<file path="config.mk">
export PLATFORM = sky130hd
export DESIGN_NAME = exe_stage
export DESIGN_NICKNAME = d
export VERILOG_FILES = /design/src/rtl/exe_stage.sv
export SDC_FILE = /design/constraint.sdc
export NUM_CORES = 2
export LEC_CHECK = 0
export BUFFER_PORTS_ARGS = -buffer_cell sky130_fd_sc_hd__buf_2
export CAP_MARGIN = 10
export CORE_ASPECT_RATIO = 0.6
export CORE_MARGIN = 8
export CORE_UTILIZATION = 50
export DETAILED_ROUTE_END_ITERATION = 8
export PLACE_DENSITY_LB_ADDON = 0.15
export SLEW_MARGIN = 20
export SYNTH_ARGS = -nofsm -noshare
export SYNTH_HDL_FRONTEND = slang
export SYNTH_SLANG_ARGS = --single-unit
</file>
<file path="constraint.sdc">
create_clock -name clk -period 17.9 [get_ports clk]
set_input_delay 3.58 -clock clk [delete_from_list [all_inputs] [get_ports clk]]
set_output_delay 3.58 -clock clk [all_outputs]
set_load 0.02 [all_outputs]
</file>
<file path="src/rtl/exe_stage.sv">
// rtl/exe_stage.sv - execute stage: ALU, single-cycle multiply, iterative divider, data-SRAM request
module exe_stage (
  input  logic         clk,
  input  logic         reset,
  input  logic         MEM_allow,
  output logic         EX_allow,
  input  logic         ID_to_EX_valid,
  input  logic [160:0] ID_to_EX_bus,
  output logic         EX_to_MEM_valid,
  output logic [74:0]  EX_to_MEM_bus,
  output logic         data_sram_en,
  output logic [3:0]   data_sram_we,
  output logic [31:0]  data_sram_addr,
  output logic [31:0]  data_sram_wdata,
  output logic [38:0]  EX_to_ID_forward
);

  typedef enum logic [1:0] {DIV_IDLE, DIV_BUSY, DIV_DONE} div_state_t;

  logic         ex_valid;
  logic [160:0] ex_bus;
  logic         ex_ready_go;

  logic [11:0] alu_op;
  logic [31:0] src1, src2, rkd_value, pc;
  logic [6:0]  md_op;
  logic        res_from_mem, gr_we, mem_we;
  logic [1:0]  st_op;
  logic [3:0]  ld_op;
  logic [4:0]  dest;

  assign {alu_op, src1, src2, rkd_value, md_op, res_from_mem, gr_we, mem_we,
          st_op, ld_op, dest, pc} = ex_bus;

  assign EX_allow = !ex_valid || (ex_ready_go && MEM_allow);

  always_ff @(posedge clk) begin
    if (reset) begin
      ex_valid <= 1'b0;
    end else if (EX_allow) begin
      ex_valid <= ID_to_EX_valid;
    end
  end

  always_ff @(posedge clk) begin
    if (reset) begin
      ex_bus <= '0;
    end else if (ID_to_EX_valid && EX_allow) begin
      ex_bus <= ID_to_EX_bus;
    end
  end

  // ALU: one-hot op select, terms OR-ed together
  logic [31:0] add_res, sub_res, sra_res, alu_result;
  logic        slt_res, sltu_res;
  logic [4:0]  shamt;

  assign shamt    = src2[4:0];
  assign add_res  = src1 + src2;
  assign sub_res  = src1 - src2;
  assign slt_res  = $signed(src1) < $signed(src2);
  assign sltu_res = src1 < src2;
  assign sra_res  = $signed(src1) >>> shamt;

  always_comb begin
    alu_result = ({32{alu_op[0]}}  & add_res)
               | ({32{alu_op[1]}}  & sub_res)
               | ({32{alu_op[2]}}  & {31'd0, slt_res})
               | ({32{alu_op[3]}}  & {31'd0, sltu_res})
               | ({32{alu_op[4]}}  & (src1 & src2))
               | ({32{alu_op[5]}}  & ~(src1 | src2))
               | ({32{alu_op[6]}}  & (src1 | src2))
               | ({32{alu_op[7]}}  & (src1 ^ src2))
               | ({32{alu_op[8]}}  & (src1 << shamt))
               | ({32{alu_op[9]}}  & (src1 >> shamt))
               | ({32{alu_op[10]}} & sra_res)
               | ({32{alu_op[11]}} & src2);
  end

  // Multiply: 33x33 signed product covers both signed and unsigned high halves
  logic               is_mul, mul_signed;
  logic signed [32:0] mul_a, mul_b;
  logic signed [63:0] mul_prod;
  logic [31:0]        mul_result;

  assign is_mul     = |md_op[6:4];
  assign mul_signed = md_op[6] | md_op[5];
  assign mul_a      = {mul_signed & src1[31], src1};
  assign mul_b      = {mul_signed & src2[31], src2};
  assign mul_prod   = mul_a * mul_b;
  assign mul_result = md_op[6] ? mul_prod[31:0] : mul_prod[63:32];

  // Divider: restoring radix-2 on magnitudes, signs fixed up in DONE
  div_state_t  div_state, div_next;
  logic        is_div, div_signed, div_want_rem;
  logic [31:0] div_rem, div_dvd, div_dsr;
  logic [4:0]  div_cnt;
  logic        div_sign_a, div_sign_b;
  logic [32:0] div_shift;
  logic        div_ge;
  logic [31:0] div_sub, div_q, div_r, div_result;

  assign is_div       = |md_op[3:0];
  assign div_signed   = md_op[3] | md_op[2];
  assign div_want_rem = md_op[2] | md_op[0];
  assign div_shift    = {div_rem, div_dvd[31]};
  assign div_ge       = div_shift >= {1'b0, div_dsr};
  assign div_sub      = div_shift[31:0] - div_dsr;
  assign div_q        = (div_sign_a ^ div_sign_b) ? -div_dvd : div_dvd;
  assign div_r        = div_sign_a ? -div_rem : div_rem;
  assign div_result   = div_want_rem ? div_r : div_q;

  always_ff @(posedge clk) begin
    if (reset) begin
      div_state <= DIV_IDLE;
    end else begin
      div_state <= div_next;
    end
  end

  always_comb begin
    div_next = div_state;
    case (div_state)
      DIV_IDLE: if (ex_valid && is_div) div_next = DIV_BUSY;
      DIV_BUSY: if (div_cnt == 5'd31) div_next = DIV_DONE;
      DIV_DONE: if (ex_ready_go && MEM_allow) div_next = DIV_IDLE;
      default:  div_next = DIV_IDLE;
    endcase
  end

  always_ff @(posedge clk) begin
    if (reset) begin
      div_rem    <= '0;
      div_dvd    <= '0;
      div_dsr    <= '0;
      div_cnt    <= '0;
      div_sign_a <= 1'b0;
      div_sign_b <= 1'b0;
    end else begin
      case (div_state)
        DIV_IDLE: begin
          if (ex_valid && is_div) begin
            div_sign_a <= div_signed & src1[31];
            div_sign_b <= div_signed & src2[31];
            div_dvd    <= (div_signed && src1[31]) ? -src1 : src1;
            div_dsr    <= (div_signed && src2[31]) ? -src2 : src2;
            div_rem    <= '0;
            div_cnt    <= '0;
          end
        end
        DIV_BUSY: begin
          div_rem <= div_ge ? div_sub : div_shift[31:0];
          div_dvd <= {div_dvd[30:0], div_ge};
          div_cnt <= div_cnt + 5'd1;
        end
        default: ;
      endcase
    end
  end

  logic [31:0] ex_result;

  assign ex_ready_go = !is_div || (div_state == DIV_DONE);
  assign ex_result   = is_div ? div_result : (is_mul ? mul_result : alu_result);

  // Memory request: store data replicated across lanes, byte enables pick the lane
  logic       st_b, st_h;
  logic [3:0] st_mask;

  assign st_b = st_op[1];
  assign st_h = st_op[0];

  always_comb begin
    st_mask = 4'b1111;
    if (st_b) begin
      st_mask = 4'b0001 << alu_result[1:0];
    end else if (st_h) begin
      st_mask = alu_result[1] ? 4'b1100 : 4'b0011;
    end
  end

  assign data_sram_en    = ex_valid && (res_from_mem || mem_we) && MEM_allow;
  assign data_sram_we    = (data_sram_en && mem_we) ? st_mask : 4'b0000;
  assign data_sram_addr  = alu_result;
  assign data_sram_wdata = st_b ? {4{rkd_value[7:0]}} :
                           st_h ? {2{rkd_value[15:0]}} : rkd_value;

  assign EX_to_MEM_valid = ex_valid && ex_ready_go;
  assign EX_to_MEM_bus   = {res_from_mem, gr_we, dest, ex_result, pc, ld_op};

  assign EX_to_ID_forward = {gr_we & ex_valid,
                             ex_valid && (res_from_mem || !ex_ready_go),
                             ex_valid ? dest : 5'd0,
                             ex_result};

endmodule
</file>
### Yosys cells after proc, flatten, opt, wreduce, memory -nomap -nowiden

Index checks and enable logic that the tools add are counted.

| storage, ports and cells | value |
|---|---|
| bits in registers | 267 |
| input bits | 165 |

| operators by class | value |
|---|---|
| multiply operators | 1 |
| order comparisons | 3 |
| bitwise logic cells | 36 |
| reductions and logical operators | 24 |
| add/sub/neg operators | 8 |
| shift-type cells | 4 |
| multiplexer cells | 26 |
| equal/unequal tests | 6 |

Operator list:

| operator | count |
|---|---|
| $mux W32 | 13 |
| $or A32 B32 Y32 | 12 |
| $and A32 B32 Y32 | 11 |
| $neg A32 Y32 | 4 |
| $pmux W32 S2 | 2 |
| $and A32 B1 Y32 | 2 |
| $lt A32 B32 Y1 | 2 |
| $mul A33 B33 Y64 | 1 |
| $sub A32 B32 Y32 | 2 |
| $ge A33 B32 Y1 | 1 |
| $add A32 B32 Y32 | 1 |
| $not A32 Y32 | 1 |
| $shl A32 B5 Y32 | 1 |
| $shr A32 B5 Y32 | 1 |
| $sshr A32 B5 Y32 | 1 |
| $xor A32 B32 Y32 | 1 |
| $mux W4 | 4 |
| $logic_and A1 B1 Y1 | 10 |
| $mux W5 | 2 |
| $pmux W5 S2 | 1 |
| $mux W2 | 3 |
| $ne A2 B2 Y1 const B | 3 |
| $pmux W2 S3 | 1 |
| $add A5 B1 Y5 const B | 1 |
| 15 further kinds | 27 |

### Longest topological paths before layout

| depth | value |
|---|---|
| depth in word-level cells | 17 |
| mapped depth | 35 |
| gate-level depth less buffers | 29 |

### Worst setup path after synthesis

No wires, ideal clock.

| path | value |
|---|---|
| kind | reg-to-output |
| start point | register ex_bus[86] |
| end point | output EX_to_MEM_bus[61] |
| arrival time | 10.005 ns |
| path slack | 4.315 ns |
| stages on the path, launching flop included | 33 |
| buffers on the path | 8 |
| data required time | 14.320 ns |
| cells stage by stage | dfxtp_1 > clkbuf_1 > buf_1 > buf_2 > buf_1 > clkbuf_1 > buf_1 > nand3_1 > inv_1 > fa_1 > fa_1 > fa_1 > inv_1 > fa_1 > inv_1 > fa_1 > fa_1 > inv_1 > fa_1 > fa_1 > inv_1 > ha_1 > clkbuf_1 > nand4_1 > or4b_1 > a2111oi_0 > or3_1 > o21ai_1 > a21oi_1 > or3_1 > a21oi_1 > o31ai_1 > buf_4 |

| on the way | value |
|---|---|
| cells in the longest elaborated chain, start to end | 15 |
| elaborated cells between the ends (all ways) | 25 |

RTL lines:

| item | RTL line | RTL |
|---|---|---|
| from (decl) | 21 | `logic [160:0] ex_bus;` |
| from (signal assigned) | 49 | `ex_bus <= ID_to_EX_bus;` |
| $add A32 B32 Y32 / $sub A32 B32 Y32 (equally long branches) | 59, 60 |  |
| $and A32 B32 Y32 (on tied branches) | 66, 67 |  |
| $or A32 B32 Y32 | 67 | `\| ({32{alu_op[1]}} & sub_res)` |
| $or A32 B32 Y32 | 68 | `\| ({32{alu_op[2]}} & {31'd0, slt_res})` |
| $or A32 B32 Y32 | 69 | `\| ({32{alu_op[3]}} & {31'd0, sltu_res})` |
| $or A32 B32 Y32 | 70 | `\| ({32{alu_op[4]}} & (src1 & src2))` |
| $or A32 B32 Y32 | 71 | `\| ({32{alu_op[5]}} & ~(src1 \| src2))` |
| $or A32 B32 Y32 | 72 | `\| ({32{alu_op[6]}} & (src1 \| src2))` |
| $or A32 B32 Y32 | 73 | `\| ({32{alu_op[7]}} & (src1 ^ src2))` |
| $or A32 B32 Y32 | 74 | `\| ({32{alu_op[8]}} & (src1 << shamt))` |
| $or A32 B32 Y32 | 75 | `\| ({32{alu_op[9]}} & (src1 >> shamt))` |
| $or A32 B32 Y32 | 76 | `\| ({32{alu_op[10]}} & sra_res)` |
| $or A32 B32 Y32 | 77 | `\| ({32{alu_op[11]}} & src2);` |
| $mux W32 (*) (2 in series) | 164 | `assign ex_result = is_div ? div_result : (is_mul ? mul_result : alu_result);` |
| to (decl) | 10 | `output logic [74:0] EX_to_MEM_bus,` |

Mark *: on every way between the ends. The rest lies on a longest branch, timed or not.

### Worst setup path in the final report

| path | value |
|---|---|
| start point | register ex_bus[93] |
| end point | output EX_to_MEM_bus[57] |

Same word-level chain as after synthesis.

==> summary.txt <==
Origin of the worst setup path: ex_bus[93]$_SDFFE_PP0P_
Max-cap viol count: 0
CTS resizes: 0
Worst-Skew Late Latency: 0.67 ns
Mapped Nets: 9,348
Row Count: 100
Worst r2r src: ex_bus[85]$_SDFFE_PP0P_
# H-tree levels: 1
Largest net degree at the start of global routing: 88
Flops & latches, synth: 267
Tot Pwr: 5.14 mW
Nets: 9,309
Maximum clock rate: 68.1 MHz
Crit-path most repeated cell: fa_1
Fill cells: 12,000
Mean number of vias per cell: 6.25
Period minus WS final: 14.68 ns
CP max FO: 20
Min-delay src: ex_bus[39]$_SDFFE_PP0P_
RSZ-0062 raised after global routing: false
Commonest non-fill, non-tap cells in the layout: nand2_1, inv_1, fa_1, nor2_1, a21oi_1
Netlist cell types: 78
Via count: 58,400
Hold Buf Count CTS: 0
Failing checks: design-rule violations
Post-DP HPWL: 227,000 µm
CTS Buffer Depth: 3
Clock share of power: 13.5%
Routed wire per std cell: 31.1 µm
Global-route wire length before repair: 415,000 µm
Final setup margin: 3.22 ns
Tot GR Track Use: 41.7%
Fin crit share: 82.0%
Clock Skews: 0.0265 ns
Slew at the pin closest to its max-slew limit: 1.30 ns
Drt first pass iters: 9
Synthesized area: 62,300 µm²
Final wirelength: 290,000 µm
GPL Wtd Cong: 1.15
Final hold violation count: 0
Iteration-0 DRC count of the detailed router: 8,255
Type of the most critical hold path: flip-flop to flip-flop
Worst setup SP type: flip-flop
CP peak stage delay: 0.85 ns
Synth Flop Type: dfxtp_1
GRT overflow: 0
Peak VDD IR: 0.385 mV
Async SR Flop Fraction: 0%
CTS tree: yes
Setup tns final: 0 ns
Status: finished, violations left
Internal: 2.29 mW
Sequential fraction of design power: 15.3%
Critical path class: flip-flop to output pin
Worst Path Arrival: 11.10 ns
Worst-path clk slew: 0.06 ns
Die height: 289 µm
Die Wd: 472 µm
Slew margin rel.: 13.2%
Synth warn: 0
Syn Area/Cell: 8.08 µm²
Most common cell after layout, fill and taps aside: nand2_1
Gate Count Post-Synth: 7,708
DP Worst Slack: 4.22 ns
Fraction of layout cells with a size suffix above 1: 9.76%
Antenna Nets Post-Route: 0
CP required: 14.32 ns
EDFF count, synth: 0
Initial Util: 50.3%
Vias in the first global route: 57,100
Die area: 137,000 µm²
I/O pin count: 350
Clock sinks: 267
IO buf count: 349
Comb pwr share: 71.3%
Layout Utilization: 53.3%
Lkg Pwr: 29.9 nW
Post-synthesis sequential area ratio: 8.58%
# DRC: 57
Core area: 124,000 µm²
Final setup viols: 0
Hold Slack: 0.454 ns
Net Sw Frac: 55.6%
Net Sw Power: 2.86 mW
PD cells: 77.9 nW/µm²
Post-CTS Setup Bufs: 0
Pins Over Slew Limit: 0
Area Overhead vs Synth: 6.03%
Critical Path Sink Type: output pin
Root buf cell: clkbuf_16
Initial antenna violation count: 24
Num CTS Buffers: 31
Slowest CP cell: fa_1
[synth_stat cells, drive strengths merged (20+ instances only)]
master | n | area share (%)
xnor2 | 168 | 2.4
o221ai | 20 | 0.28
ha | 347 | 7.0
and3 | 22 | 0.22
and2 | 25 | 0.25
nand4 | 42 | 0.42
a21o | 65 | 0.78
nor2b | 23 | 0.23
nand2 | 1418 | 8.5
a31oi | 49 | 0.49
mux4 | 63 | 2.3
inv | 1346 | 8.1
o21a | 25 | 0.30
o31ai | 30 | 0.38
mux2i | 106 | 1.7
a221oi | 24 | 0.34
dfxtp | 267 | 8.6
nand3 | 62 | 0.50
nor4 | 20 | 0.20
o211ai | 31 | 0.37
nor2 | 531 | 3.2
xor2 | 67 | 0.94
a211oi | 56 | 0.67
fa | 1128 | 36
buf | 199 | 1.7
o21ai | 243 | 2.0
mux2 | 22 | 0.40
a22oi | 43 | 0.52
clkbuf | 394 | 2.4
nor3 | 77 | 0.62
nand2b | 29 | 0.29
or3 | 33 | 0.35
clkinv | 22 | 0.13
a222oi | 33 | 0.53
a21oi | 443 | 3.6
o22ai | 24 | 0.24
o21bai | 25 | 0.30
[power groups by stage]
| stage | sequential, mW | clock [mW] | combinational (mW) |
|---|---|---|---|
| 6_report | 0.785 | 0.693 | 3.67 |
| 3_5_place_dp | 0.790 | 0 | 3.52 |
| 5_1_grt | 0.790 | 0.723 | 3.91 |
| 4_1_cts | 0.778 | 0.701 | 3.54 |
| 2_1_floorplan | 0.728 | 0 | 2.45 |
| 3_3_place_gp | 0.788 | 0 | 3.51 |
[per-stage QoR]
| step | area (µm²) | std cells |
|---|---|---|
| 2_1_floorplan | 62300 | 7708 |
| 3_3_place_gp | 64900 | 9267 |
| 3_5_place_dp | 65000 | 9268 |
| 4_1_cts | 66000 | 9326 |
| 5_1_grt | 66000 | 9326 |
| 6_report | 66000 | 9337 |
[worst paths after layout]
path | end | slack, ns | cells after the start
worst max-delay path | EX_to_MEM_bus[57] | 3.22 | 28
worst min-delay path | ex_bus[39]$_SDFFE_PP0P_ | 0.45 | 2
worst max register to register | div_dsr[30]$_SDFFE_PP0P_ | 13.39 | 13
worst min register to register | ex_bus[39]$_SDFFE_PP0P_ | 0.45 | 2
[final cells by class]
cell class                 instances  area [µm²]  share of cell area [%]
sequential                       267        5400                    8.18
timing repair buffer             521        3050                    4.61
antenna                           11        27.5                  0.0417
tap                             1632        2040                    3.09
clock inverter                    14         130                   0.197
clock buffer                      44         926                    1.40
multi-input combinational       5480       49300                    74.7
inverter                        1368        5130                    7.77
[per-layer routing]
metal	vias to the layer above	track usage [%]	share of wire, %
met2	4350	54.4	37
met1	29200	59.1	41
met4	22	15.5	4.8
li1	24100	-	-
met5	-	0.746	0.095
met3	708	20.1	17
[flip-flops by register name, indices dropped and copies added, names as in the netlist]
register    count
div_cnt         5
div_dsr        32
div_dvd        32
div_rem        32
div_sign_a      1
div_sign_b      1
div_state       2
ex_bus        161
ex_valid        1
[critical path: cells and delay by family (launching register included)]
family                     cells  cell delay [ns]
DFF                            1             0.74
adders and majority gates      9             4.80
buffers and inverters          9             2.16
xor gates and xnor gates       1             0.40
AOI/OAI and AO/OA              4             1.11
and+or+nand+nor                5             1.18
[kinds of logic after synthesis]
family	share of synthesized area, %
XOR/XNOR	3.30
adder cells (fa/ha/maj)	43.2
multiplexers	4.38
flip-flops	8.58
AO/OA/AOI/OAI	12.8
buffers and inverters	12.3
AND/OR/NAND/NOR	15.4
(Power assumes the default switching activity.)
